**src/rtl/timer_sequencer.sv**
```systemverilog
// Programmable countdown timer with prescaler, one-shot/periodic modes and
// pause/stop/start command handling.
module timer_sequencer #(
  parameter int WIDTH = 32,
  parameter int PW    = 8
) (
  input  logic             clock,
  input  logic             reset,
  input  logic             start,
  input  logic             stop,
  input  logic             pause,
  input  logic             mode,
  input  logic [WIDTH-1:0] load_val,
  input  logic [PW-1:0]    prescale,
  output logic [WIDTH-1:0] count,
  output logic [1:0]       state,
  output logic             busy,
  output logic             expired
);

  typedef enum logic [1:0] {
    ST_IDLE   = 2'b00,
    ST_RUN    = 2'b01,
    ST_PAUSED = 2'b10,
    ST_DONE   = 2'b11
  } state_t;

  state_t           state_q, state_d;
  logic [WIDTH-1:0] count_q, count_d;
  logic [WIDTH-1:0] reload_q, reload_d;
  logic [PW-1:0]    pcnt_q, pcnt_d;
  logic [PW-1:0]    psc_q, psc_d;
  logic             mode_q, mode_d;
  logic             expired_q, expired_d;
  logic             busy_q, busy_d;

  always_ff @(posedge clock or posedge reset) begin
    if (reset) begin
      state_q   <= ST_IDLE;
      count_q   <= '0;
      reload_q  <= '0;
      pcnt_q    <= '0;
      psc_q     <= '0;
      mode_q    <= 1'b0;
      expired_q <= 1'b0;
      busy_q    <= 1'b0;
    end else begin
      state_q   <= state_d;
      count_q   <= count_d;
      reload_q  <= reload_d;
      pcnt_q    <= pcnt_d;
      psc_q     <= psc_d;
      mode_q    <= mode_d;
      expired_q <= expired_d;
      busy_q    <= busy_d;
    end
  end

  always_comb begin
    state_d   = state_q;
    count_d   = count_q;
    reload_d  = reload_q;
    pcnt_d    = pcnt_q;
    psc_d     = psc_q;
    mode_d    = mode_q;
    expired_d = 1'b0;

    // Priority: stop, then a non-zero start, then per-state behaviour.
    if (stop) begin
      state_d = ST_IDLE;
      count_d = '0;
      pcnt_d  = '0;
    end else if (start && (load_val != '0)) begin
      reload_d = load_val;
      mode_d   = mode;
      psc_d    = prescale;
      count_d  = load_val;
      pcnt_d   = '0;
      state_d  = ST_RUN;
    end else begin
      unique case (state_q)
        ST_RUN: begin
          if (pause) begin
            state_d = ST_PAUSED;
          end else if (pcnt_q == psc_q) begin
            pcnt_d = '0;
            if (count_q == WIDTH'(1)) begin
              expired_d = 1'b1;
              if (mode_q) begin
                count_d = reload_q;
              end else begin
                count_d = '0;
                state_d = ST_DONE;
              end
            end else begin
              count_d = count_q - WIDTH'(1);
            end
          end else begin
            pcnt_d = pcnt_q + PW'(1);
          end
        end
        ST_PAUSED: begin
          if (!pause) state_d = ST_RUN;
        end
        default: ;
      endcase
    end

    busy_d = (state_d == ST_RUN) || (state_d == ST_PAUSED);
  end

  assign count   = count_q;
  assign state   = state_q;
  assign busy    = busy_q;
  assign expired = expired_q;

endmodule

```
**config.mk**
```make
export PLATFORM = sky130hd
export DESIGN_NAME = timer_sequencer
export DESIGN_NICKNAME = d
export VERILOG_FILES = /design/src/rtl/timer_sequencer.sv
export SDC_FILE = /design/constraint.sdc
export NUM_CORES = 1
export LEC_CHECK = 0
export BUFFER_PORTS_ARGS = -buffer_cell sky130_fd_sc_hd__buf_2
export CAP_MARGIN = 20
export CORE_MARGIN = 2
export CORE_UTILIZATION = 57
export DETAILED_ROUTE_END_ITERATION = 10
export GPL_ROUTABILITY_DRIVEN = 0
export PLACE_DENSITY = 0.78
export SETUP_SLACK_MARGIN = 0.4
export SLEW_MARGIN = 10
export SYNTH_ARGS = -nofsm -noshare
export SYNTH_HDL_FRONTEND = slang
export SYNTH_SLANG_ARGS = --single-unit
```
**constraint.sdc**
```tcl
create_clock -name clock -period 2.9 [get_ports clock]
set_input_delay 0.435 -clock clock [delete_from_list [all_inputs] [get_ports clock]]
set_output_delay 0.435 -clock clock [all_outputs]
set_load 0.03 [all_outputs]
```
Yosys cells after proc, flatten, opt, wreduce, memory -nomap -nowiden --
Index checks and enable logic that the tools add are counted.
Cells by class: reduce and logical (&&, ||, !) cells 8, mux-type cells 26, multiply operators 0, div/mod/pow operators 0, bitwise operators 1, $add $sub $neg 2, shifts and indexed selects 0, magnitude comparators 0, eq/ne operators 7
Operators by type and width (count):
- 32-bit two-way mux | 7
- 8-bit two-way mux | 5
- 32-bit by 1-bit == test with 1-bit output, second input constant | 1
- 32-bit nonzero test | 1
- 32-bit by 1-bit subtractor with 32-bit output, second input constant | 1
- 2-bit two-way mux | 7
- 8-bit by 1-bit adder with 8-bit output, second input constant | 1
- 8-bit == test | 1
- 1-bit two-way mux | 6
- 3-bit nonzero test | 2
- 2-bit by 1-bit == test with 1-bit output, second input constant | 2
- 2-bit == test, second input constant | 2
- 2-bit one-hot mux with 2 select lines | 1
- 2-bit AND reduction | 2
- 3-bit by 2-bit != test with 1-bit output, second input constant | 1
- 3-bit AND reduction | 1
- 1-bit logical AND | 1
- 1-bit logical OR | 1
- 1-bit NOT | 1
Word-level totals: latch bits 0, memories kept 0, bits of input ports 46, bits in read-only memories 0, memory bits (writable) 0, logic and storage cells 52, flip-flop bits (word level) 85, output and inout port bits 36

Logic depth before layout (Yosys ltp) --
Gate-level depths: netlist of run 1.
depth after elaboration 9, depth in mapped cells 10, depth with buffers taken out 8

Least setup slack after synthesis of run 1 --
No wires, ideal clock.
path kind register to register, from register count_q[2], in the netlist count[2], to register count_q[15], in the netlist count[15], buffers on the path 2, library setup time 96 ps, required time 2804 ps, clock period less this slack 2385 ps, arrival time 2289 ps, stages on the path, launching flop included 9, slack 515 ps, cells stage by stage dfrtp_1 > buf_6 > or4_4 > buf_6 > or4_4 > xor2_1 > nor2_1 > o21ai_1 > a311oi_2
On the way: word-level cells in the longest chain between the ends 7, elaborated cells between the ends (all ways) 8, those cells by class add/sub (1); eq/ne (1); mux (6)
Ends and longest elaborated chain:
- start, declared | line 29 | logic [WIDTH-1:0] count_q, count_d;
- start signal, assigned | line 49 | count_q <= count_d;
- 32-bit by 1-bit subtractor with 32-bit output / 32-bit by 1-bit == test with 1-bit output (equally long branches) | line 96, 87
- 32-bit two-way mux * | line 87 | if (count_q == WIDTH'(1)) begin
- 32-bit two-way mux * | line 85 | end else if (pcnt_q == psc_q) begin
- 32-bit two-way mux * | line 83 | if (pause) begin
- 32-bit two-way mux * | line 81 | unique case (state_q)
- 32-bit two-way mux * | line 73 | end else if (start && (load_val != '0)) begin
- 32-bit two-way mux * | line 69 | if (stop) begin
Mark *: on every way between the ends. The rest lies on a longest branch, timed or not. The select of a mux whose other input is x is not followed. A chain may end at the register's enable or synchronous reset.

Final worst setup path of run 1 --
from register count_q[1], in the netlist count[1], to register count_q[21], in the netlist count[21]
Same word-level chain as after synthesis.

==> impl_metrics.py, run 1 <==
metrics = {
    "synth": {
        "synthFlopType": "dfrtp_1",
        "synth_fa_ha_area_share_pct": 1.23,
        "yosys_warnings": 0,
        "ys_ff_latch": 85,
        "syn-num-nets": 614,
        "synth_cell_types": 62,
        "seq_area_frac_synth_pct": 41.7,
        "synth_compound_area_share_pct": 18.5,
        "synth-xor-area-share_pct": 4.81,
        "synth-edff-count": 0,
        "syn_area_mm2": 0.00510,
        "synth_top_family_by_area": "simple AND/OR/NAND/NOR gates",
        "avgSynthCellArea_um2": 9.05,
        "synth-simple-area-share_pct": 22.1,
        "synthMuxAreaShare_pct": 7.04,
        "synth_async_sr_flop_share_pct": 100,
        "syn_inst": 563,
    },
    "cells_and_area": {
        "fin_util_pct": 68.4,
        "mostFrequentLayoutCells": "dfrtp_1 (85), buf_2 (81), nor2_1 (67)",
        "num-nets-final": 685,
        "layout-drive-gt1-share_pct": 27.7,
        "areaGrowthSynthToFinish_pct": 16.4,
        "diodes": 0,
        "layout_commonest_cell": "dfrtp_1",
        "post_layout_nonfiller_instances": 747,
        "final_area_mm2": 0.00593,
    },
    "setup_path": {
        "startpoint_type": "flip-flop",
        "worst_setup_path_end_kind": "flip-flop",
        "path_class": "reg -> reg",
        "ff2ff_path_depth": 8,
        "crit_path_start": "count[1]",
        "arrival_ps": 2760,
        "worstPathRequired_ps": 3130,
        "critical_path.endpoint": "count[21]",
        "critPathMaxFanout": 12,
        "r2r-end": "count[21]",
        "rrSetupSlack_ps": 380,
        "timing.rr.start": "count[1]",
    },
    "sta": {
        "hold_viol": 0,
        "setup_viol": 0,
        "relSlewSlack_pct": 44.2,
        "tns_ps": 0,
        "max_freq_mhz": 397,
        "slew_violations": 0,
        "rsz0062_at_grt": "no",
        "skew_ps": 15.5,
        "fin_crit_sh_pct": 86.9,
        "worst_pin_slew_ps": 836,
        "period_needed_ps": 2520,
    },
    "pwr": {
        "swShare_pct": 32.2,
        "p_int_mw": 2.00,
        "p_leak_nw": 2.54,
        "p_switching_mw": 0.950,
        "p_seq_share_pct": 48.0,
        "irDropWorstVdd_uv": 303,
        "power_frac_clock_pct": 30.2,
        "pwr-share-comb_pct": 21.8,
        "total_power_mw": 2.95,
        "p_per_area_mw_per_mm2": 497,
    },
    "detailed_routing": {
        "drc_errors": 0,
        "ant_nets": 0,
        "drt_iter0_markers": 415,
        "first_pass_iters": 6,
        "wl_met2_um": 6600,
        "wl_met1_um": 6180,
        "wl_met3_um": 1230,
        "wl_per_cell_um": 19.3,
        "wirelength_um": 14400,
        "top_layer_used": "met4",
        "num_vias": 4947,
        "viasPerCell": 6.62,
    },
    "clock_tree": {
        "clkLatencyLatePin_ps": 360,
        "root_buffer": "clkbuf_8",
        "clk_pin_slew_ps": 90,
        "htreeDepth": 3,
        "clock_sinks": 85,
        "clockBufferDepth": 2,
        "ctsHoldBuffers": 0,
        "numCtsBuffers": 9,
        "tritoncts": "yes",
    },
    "global_route": {
        "grt_pass1_wl_um": 23000,
        "grt_pass1_vias": 4598,
        "grt_max_degree": 60,
        "grt_overflow": 0,
        "grt_usage_pct": 29.2,
        "antenna_found_initial": 0,
    },
    "placed_design": {
        "io_buffers": 81,
        "dpl.cell_count": 729,
        "postPlaceCellArea_mm2": 0.00562,
        "dp_hpwl_um": 9780,
    },
    "hold_path": {
        "hp-class": "in -> async",
    },
    "floorplan": {
        "die_w_um": 98.6,
        "die_area_mm2": 0.00972,
        "core_mm2": 0.00868,
        "start_util_pct": 58.7,
        "num_rows": 34,
        "ios": 82,
        "fp.dieH_um": 98.6,
    },
    "run_status": {
        "status": "finished, final reports clean",
    },
    "run": {
        "max-cap-violations": 0,
    },
}
## critical path, stage by stage, from the launching register on
cell	delay, ps
dfrtp_1	450
inv_1	130
ha_1	250
nor4b_1	500
and4_2	490
nor2_1	120
o31ai_1	220
o311a_1	200
nor3_1	50
## worst min-delay path by stage
stage,endpoint,slack (ps),cells past startpoint
after floorplan,reload_q[15],470,1
after global placement,reload_q[9],480,1
after detailed placement,reload_q[5],490,1
after CTS,reload_q[23],160,2
after global routing,count[21],180,2
final,reload_q[23],130,2
## what timing repair did
item                                   CTS  global route
setup buffers                            0             2
endpoints found under the hold margin    0             0
resized for setup                        3            11
setup endpoints to repair                9            20
pin swaps                                0             4
## sequential cells by signal (all words and copies together), names as in the netlist
signal	flops
expired	1
state	2
psc_q	8
busy	1
pcnt_q	8
count	32
mode_q	1
reload_q	32
## area by class of cell
cell class | instances | area (µm²)
clock buffer | 11 | 151
sequential | 85 | 2130
multi-input combinational | 426 | 2850
tap | 108 | 135
inverter | 11 | 45.0
clock inverter | 5 | 58.8
timing repair buffer | 101 | 568
fill | 737 | 2750
## power groups by stage
stage | sequential [mW] | clock (mW) | combinational (mW)
floorplan | 1.45 | 0 | 0.393
finish | 1.41 | 0.891 | 0.641
CTS | 1.40 | 0.887 | 0.620
global route | 1.43 | 0.940 | 0.695
global placement | 1.42 | 0 | 0.596
detailed placement | 1.43 | 0 | 0.613
## cells in the mapped netlist, types with 13 or more instances
cell,instances,area share [%]
a21oi_1,27,2.7
a31oi_1,13,1.6
clkbuf_1,30,2.2
dfrtp_1,85,42
mux2_2,31,6.8
nand2_1,54,4.0
nor2_1,68,5.0
nor3_1,20,2.0
nor4_1,22,2.7
o21ai_0,37,3.6
xnor2_1,14,2.4
xor2_1,14,2.4
## logic make-up (layout without fill, tap and decap cells)
family,after synthesis,in the layout
AND/OR/NAND/NOR,219,219
XOR/XNOR,28,28
adder cells (fa/ha/maj),5,5
flip-flops,85,85
multiplexers,32,32
buffers and inverters,52,128
AO/OA/AOI/OAI,142,142
## routing by layer
layer  GRT usage, %  up-vias
li1               -     2210
met1           42.0     2414
met2           44.0      271
met3           4.96       52
met4           12.3        0
met5              0        -
## stage by stage
| step | hold WS, ps | worst slack [ps] |
|---|---|---|
| finish | 135 | 379 |
| global route | 182 | 280 |
| CTS | 161 | 409 |
| detailed placement | 491 | 316 |
| global placement | 483 | 395 |
| floorplan | 472 | 515 |
(Power assumes the default switching activity.)
==> inputs of run 2 (changes only) <==
--- a/config.mk
+++ b/config.mk
@@ -5,7 +5,8 @@
 export SDC_FILE = /design/constraint.sdc
 export NUM_CORES = 1
 export LEC_CHECK = 0
-export BUFFER_PORTS_ARGS = -buffer_cell sky130_fd_sc_hd__buf_2
+export ABC_CLOCK_PERIOD_IN_PS = 2900
+export BUFFER_PORTS_ARGS = -buffer_cell sky130_fd_sc_hd__buf_4
 export CAP_MARGIN = 20
 export CORE_MARGIN = 2
 export CORE_UTILIZATION = 57
==> impl_metrics.py, run 2 (synthesis gave the netlist of run 1 again) <==
metrics = {
    "floorplan": {
        "num_rows": 34,
        "start_util_pct": 58.7,
        "core_mm2": 0.00868,
        "fp.dieH_um": 98.6,
        "die_area_mm2": 0.00972,
        "die_w_um": 98.6,
        "ios": 82,
    },
    "cells_and_area": {
        "fin_util_pct": 71.3,
        "diodes": 0,
        "mostFrequentLayoutCells": "buf_4 (104), dfrtp_1 (83), nor2_1 (67)",
        "num-nets-final": 692,
        "final_area_mm2": 0.00619,
        "layout_commonest_cell": "buf_4",
        "post_layout_nonfiller_instances": 753,
        "seqCellArea_mm2": 0.00213,
        "layout-drive-gt1-share_pct": 28.5,
        "multiInputGateArea_mm2": 0.00284,
        "fillers": 675,
        "areaGrowthSynthToFinish_pct": 21.4,
    },
    "sta": {
        "fin_hold_ws_ps": 198,
        "skew_ps": 12.4,
        "setup_viol": 0,
        "max_freq_mhz": 407,
        "rsz0062_at_grt": "yes",
        "fin_crit_sh_pct": 84.8,
        "worst_pin_slew_ps": 774,
        "slew_violations": 0,
        "period_needed_ps": 2460,
        "relSlewSlack_pct": 48.3,
        "hold_viol": 0,
        "tns_ps": 0,
    },
    "pwr": {
        "p_per_area_mw_per_mm2": 471,
        "p_int_mw": 1.99,
        "irDropWorstVdd_uv": 259,
        "p_seq_share_pct": 48.8,
        "p_leak_nw": 2.61,
        "swShare_pct": 31.9,
        "power_frac_clock_pct": 27.9,
        "pwr-share-comb_pct": 23.3,
        "p_switching_mw": 0.929,
    },
    "placed_design": {
        "io_buffers": 81,
        "dp_hpwl_um": 9970,
        "postPlaceCellArea_mm2": 0.00587,
        "dpl.cell_count": 730,
    },
    "detailed_routing": {
        "drc_errors": 0,
        "wl_per_cell_um": 19.2,
        "ant_nets": 0,
        "first_pass_iters": 5,
        "wirelength_um": 14500,
        "viasPerCell": 6.54,
        "num_vias": 4923,
        "drt_iter0_markers": 576,
    },
    "clock_tree": {
        "ctsHoldBuffers": 0,
        "clock_sinks": 85,
        "clk_pin_slew_ps": 90,
        "htreeDepth": 3,
        "tritoncts": "yes",
        "clockBufferDepth": 2,
        "numCtsBuffers": 9,
        "clkLatencyLatePin_ps": 360,
        "root_buffer": "clkbuf_8",
    },
    "setup_path": {
        "startpoint_type": "flip-flop",
        "max_stage_delay_ps": 510,
        "critical-path-top-delay-family": "simple AND/OR/NAND/NOR gates",
        "path_cells": "nor4_2 > nand4b_1 > nor4_4 > buf_4 > and3_1 > o21ai_0 > a311oi_1",
        "arrival_ps": 2720,
        "ff2ff_path_depth": 7,
        "path_class": "reg -> reg",
        "crit_cells": 7,
        "cp_slowest_cell": "dfrtp_1",
        "critPathBufInv": 1,
        "critPathMaxFanout": 10,
        "worst_setup_path_end_kind": "flip-flop",
        "worstPathRequired_ps": 3160,
    },
    "global_route": {
        "grt_util_met2_pct": 47.4,
        "top_usage_layer": "met2",
        "grt_overflow": 0,
        "grt_usage_pct": 30.2,
        "grt_pass1_wl_um": 23700,
        "antenna_found_initial": 0,
        "grt_pass1_vias": 4635,
        "met3_usage_pct": 5.46,
        "grt_max_degree": 53,
        "grt_util_met1_pct": 42.4,
    },
    "run": {
        "max-cap-violations": 0,
    },
    "run_status": {
        "status": "finished, final reports clean",
    },
    "hold_path": {
        "hp-class": "in -> async",
    },
}
==> run 2: cell types whose count changed in the layout (fill, tap and decap cells not counted), moves of 2 or more <==
| cell | change |
|---|---|
| buf_4 | +85 |
| buf_2 | -81 |
| buf_12 | +3 |
| clkbuf_8 | -2 |
| clkinv_2 | +2 |
| dfrtp_1 | -2 |
| dfrtp_2 | +2 |
==> run 2: layout make-up <==
cell class / count / share of cell area [%]
Timing Repair Buffer: 108 / 13.9
Clock inverter: 5 / 0.849
Sequential cell: 85 / 34.4
Clock buffer: 10 / 2.06
Inverter: 11 / 0.728
Tap cell: 108 / 2.18
Multi-Input combinational cell: 426 / 45.8
==> run 2: worst paths after layout <==
check | start | end | slack (ps)
setup / recovery | count[29] | count[9] | 440
hold / removal | reset | busy | 200
setup reg to reg | count[29] | count[9] | 440
hold reg to reg | reload_q[5] | reload_q[5] | 500
max in group asynchronous | reset | count[4] | 1950
min in group clock | mode | mode_q | 280
==> run 2: metrics by stage <==
stage | setup WS, ps | power, mW
floorplan | 515 | 1.84
global placement | 418 | 2.06
detailed placement | 317 | 2.09
CTS | 380 | 2.88
global route | 300 | 3.04
finish | 441 | 2.91
==> run 2: per-layer routing <==
metal	vias up	routed length, µm
met4	0	422
met5	-	0
met1	2368	6100
met3	38	1210
li1	2238	-
met2	279	6750
==> run 2: power groups by stage <==
stage / clock network [mW] / logic [mW] / registers [mW]
2_1_floorplan: 0 / 0.393 / 1.45
6_report: 0.814 / 0.678 / 1.42
3_5_place_dp: 0 / 0.649 / 1.44
3_3_place_gp: 0 / 0.633 / 1.43
4_1_cts: 0.815 / 0.655 / 1.41
5_1_grt: 0.866 / 0.738 / 1.44
==> run 2: worst reg2reg max path, delay by kind of cell, from the launching register on <==
kind / cells / cell delay [ps]
and+or+nand+nor: 4 / 1240
DFF: 1 / 510
AOI/OAI and AO/OA: 2 / 380
buffers and inverters: 1 / 250
==> run 2: timing repair <==
item | 4_1_cts | 5_1_grt
resized for setup | 4 | 11
endpoints found under the setup margin | 8 | 22
setup buffers | 1 | 7
pin swaps | 1 | 7
==> inputs of run 3 (changes only) <==
--- a/config.mk
+++ b/config.mk
@@ -5,14 +5,14 @@
 export SDC_FILE = /design/constraint.sdc
 export NUM_CORES = 1
 export LEC_CHECK = 0
-export ABC_CLOCK_PERIOD_IN_PS = 2900
+export ABC_CLOCK_PERIOD_IN_PS = 2000
 export BUFFER_PORTS_ARGS = -buffer_cell sky130_fd_sc_hd__buf_4
 export CAP_MARGIN = 20
 export CORE_MARGIN = 2
-export CORE_UTILIZATION = 57
+export CORE_UTILIZATION = 52
 export DETAILED_ROUTE_END_ITERATION = 10
 export GPL_ROUTABILITY_DRIVEN = 0
-export PLACE_DENSITY = 0.78
+export PLACE_DENSITY = 0.75
 export SETUP_SLACK_MARGIN = 0.4
 export SLEW_MARGIN = 10
 export SYNTH_ARGS = -nofsm -noshare
==> constraint.sdc (replaced) <==
create_clock -name clock -period 2 [get_ports clock]
set_input_delay 0.3 -clock clock [delete_from_list [all_inputs] [get_ports clock]]
set_output_delay 0.3 -clock clock [all_outputs]
set_load 0.03 [all_outputs]
==> impl_metrics.py, run 3 (synthesis gave the netlist of run 1 again) <==
metrics = {
    "clock_tree": {
        "root_buffer": "clkbuf_8",
        "clk_pin_slew_ps": 110,
        "clock_sinks": 85,
        "clockBufferDepth": 2,
        "numCtsBuffers": 9,
        "clkLatencyLatePin_ps": 400,
        "tritoncts": "yes",
        "htreeDepth": 3,
    },
    "setup_path": {
        "r2r-end": "count[26]",
        "rrSetupSlack_ps": -830,
        "cp_common_cell": "nor2_1",
        "worst_setup_path_end_kind": "flip-flop",
        "path_class": "reg -> reg",
        "critPathBufInv": 3,
        "worstPathRequired_ps": 2230,
        "max_stage_delay_ps": 460,
        "path_cells": "inv_4 > ha_4 > or3b_4 > buf_4 > buf_6 > nor4_4 > nor2_1 > nor2_1 > o221ai_1 > a311oi_1",
        "cp_slowest_cell": "dfrtp_2",
        "timing.rr.start": "count[1]",
        "startpoint_type": "flip-flop",
        "critPathMaxFanout": 4,
        "arrival_ps": 3070,
        "critical-path-top-delay-family": "simple AND/OR/NAND/NOR gates",
        "ff2ff_path_depth": 10,
    },
    "pwr": {
        "p_int_mw": 3.47,
        "power_frac_clock_pct": 26.4,
        "swShare_pct": 37.1,
        "total_power_mw": 5.52,
        "p_switching_mw": 2.05,
        "p_leak_nw": 3.93,
        "p_seq_share_pct": 38.2,
        "pwr-share-comb_pct": 35.4,
        "irDropWorstVdd_uv": 622,
        "p_per_area_mw_per_mm2": 611,
    },
    "sta": {
        "period_needed_ps": 2830,
        "worst_pin_slew_ps": 710,
        "fin_hold_ws_ps": 8.67,
        "fin_crit_sh_pct": 142,
        "max_freq_mhz": 353,
        "relSlewSlack_pct": 52.6,
        "hold_viol": 0,
        "slew_violations": 0,
        "rsz0062_at_grt": "yes",
        "setup_viol": 85,
        "skew_ps": 23.2,
        "tns_ps": -35170,
        "layout_setup_ws_ps": -832,
    },
    "detailed_routing": {
        "wirelength_um": 32700,
        "ant_nets": 0,
        "num_vias": 7521,
        "first_pass_iters": 11,
        "viasPerCell": 7.83,
        "wl_per_cell_um": 34.1,
        "drt_iter0_markers": 1497,
        "drc_errors": 2,
    },
    "placed_design": {
        "dp_hpwl_um": 12100,
        "postPlaceCellArea_mm2": 0.00711,
        "post-place-ws_ps": -324,
        "dpl.cell_count": 872,
        "io_buffers": 81,
    },
    "cells_and_area": {
        "final_area_mm2": 0.00903,
        "num-nets-final": 873,
        "post_layout_nonfiller_instances": 960,
        "layout-drive-gt1-share_pct": 59.4,
        "areaGrowthSynthToFinish_pct": 77.2,
        "mostFrequentLayoutCells": "buf_4 (214), dfrtp_1 (63), nor2_1 (52)",
        "fillers": 298,
        "layout_commonest_cell": "buf_4",
        "multiInputGateArea_mm2": 0.00375,
        "seqCellArea_mm2": 0.00215,
        "fin_util_pct": 93.7,
        "diodes": 0,
    },
    "global_route": {
        "grt_pass1_vias": 6280,
        "grt_max_degree": 38,
        "grt_usage_pct": 44.2,
        "antenna_found_initial": 1,
        "grt_pass1_wl_um": 35000,
        "grt_overflow": 0,
    },
    "run_status": {
        "status": "complete, but fails checks",
        "violations": "DRC, setup timing",
    },
    "floorplan": {
        "core_mm2": 0.00964,
        "start_util_pct": 52.9,
        "ios": 82,
        "die_w_um": 103,
        "num_rows": 36,
        "die_area_mm2": 0.0106,
        "fp.dieH_um": 103,
    },
    "run": {
        "max-cap-violations": 0,
    },
    "hold_path": {
        "hp-class": "in -> async",
    },
}
==> run 3: cell count changes in the layout (fill, tap and decap cells not counted), moves of 13 or more <==
cell | previous run | this run
buf_4 | 104 | 214
dfrtp_1 | 83 | 63
mux2_4 | 0 | 31
buf_12 | 4 | 18
a21oi_2 | 0 | 15
dfrtp_2 | 2 | 22
a21oi_1 | 27 | 11
o21ai_0 | 37 | 22
buf_6 | 0 | 43
nand2_1 | 54 | 33
mux2_2 | 31 | 0
nor2_1 | 67 | 52
nor4_4 | 6 | 19
==> run 3: layer usage <==
metal	track usage, %	vias to the layer above	share of wire [%]
li1	-	2610	-
met3	11.0	449	17
met4	26.5	2	12
met2	68.0	1058	41
met5	0	-	0.13
met1	56.2	3402	30
==> run 3: cell type report <==
type                            count  share of cell area (%)
Clock buffer                       12                    1.50
Clock inverter                      4                   0.804
Inverter                           11                   0.526
Multi-Input combinational cell    428                    41.6
Sequential cell                    85                    23.9
Tap cell                          133                    1.84
Timing Repair Buffer              287                    29.9
==> run 3: repair_timing <==
| item | in CTS | in global routing |
|---|---|---|
| setup buffers | 28 | 35 |
| gates cloned | 7 | 2 |
| hold buffers | 0 | 0 |
| pin swaps | 55 | 61 |
| endpoints found under the setup margin | 85 | 85 |
| gates resized for setup | 135 | 106 |
==> run 3: power by group through the flow <==
stage	registers [mW]	clock network [mW]	logic, mW
final	2.11	1.46	1.95
after global routing	2.10	1.51	2.00
after CTS	2.03	1.35	1.54
after detailed placement	2.05	0	1.29
after global placement	2.04	0	1.25
after floorplan	2.12	0	0.657
==> run 3: how the worst max path moves through the flow <==
stage	slack, ps	to	from	depth (start not counted)
3_3_place_gp	-250	count[8]	load_val[6]	8
5_1_grt	-1170	count[11]	count[6]	11
2_1_floorplan	-310	count[15]	count[2]	8
4_1_cts	-270	count[9]	count[18]	8
6_report	-830	count[26]	count[1]	10
3_5_place_dp	-320	count[9]	count[1]	9
==> run 3: worst register-to-register path, cell delays in order, from the launching register on <==
cell      delay [ps]
dfrtp_2          460
inv_4             90
ha_4             160
or3b_4           440
buf_4            170
buf_6            120
nor4_4           330
nor2_1           130
nor2_1           170
o221ai_1         160
a311oi_1         440
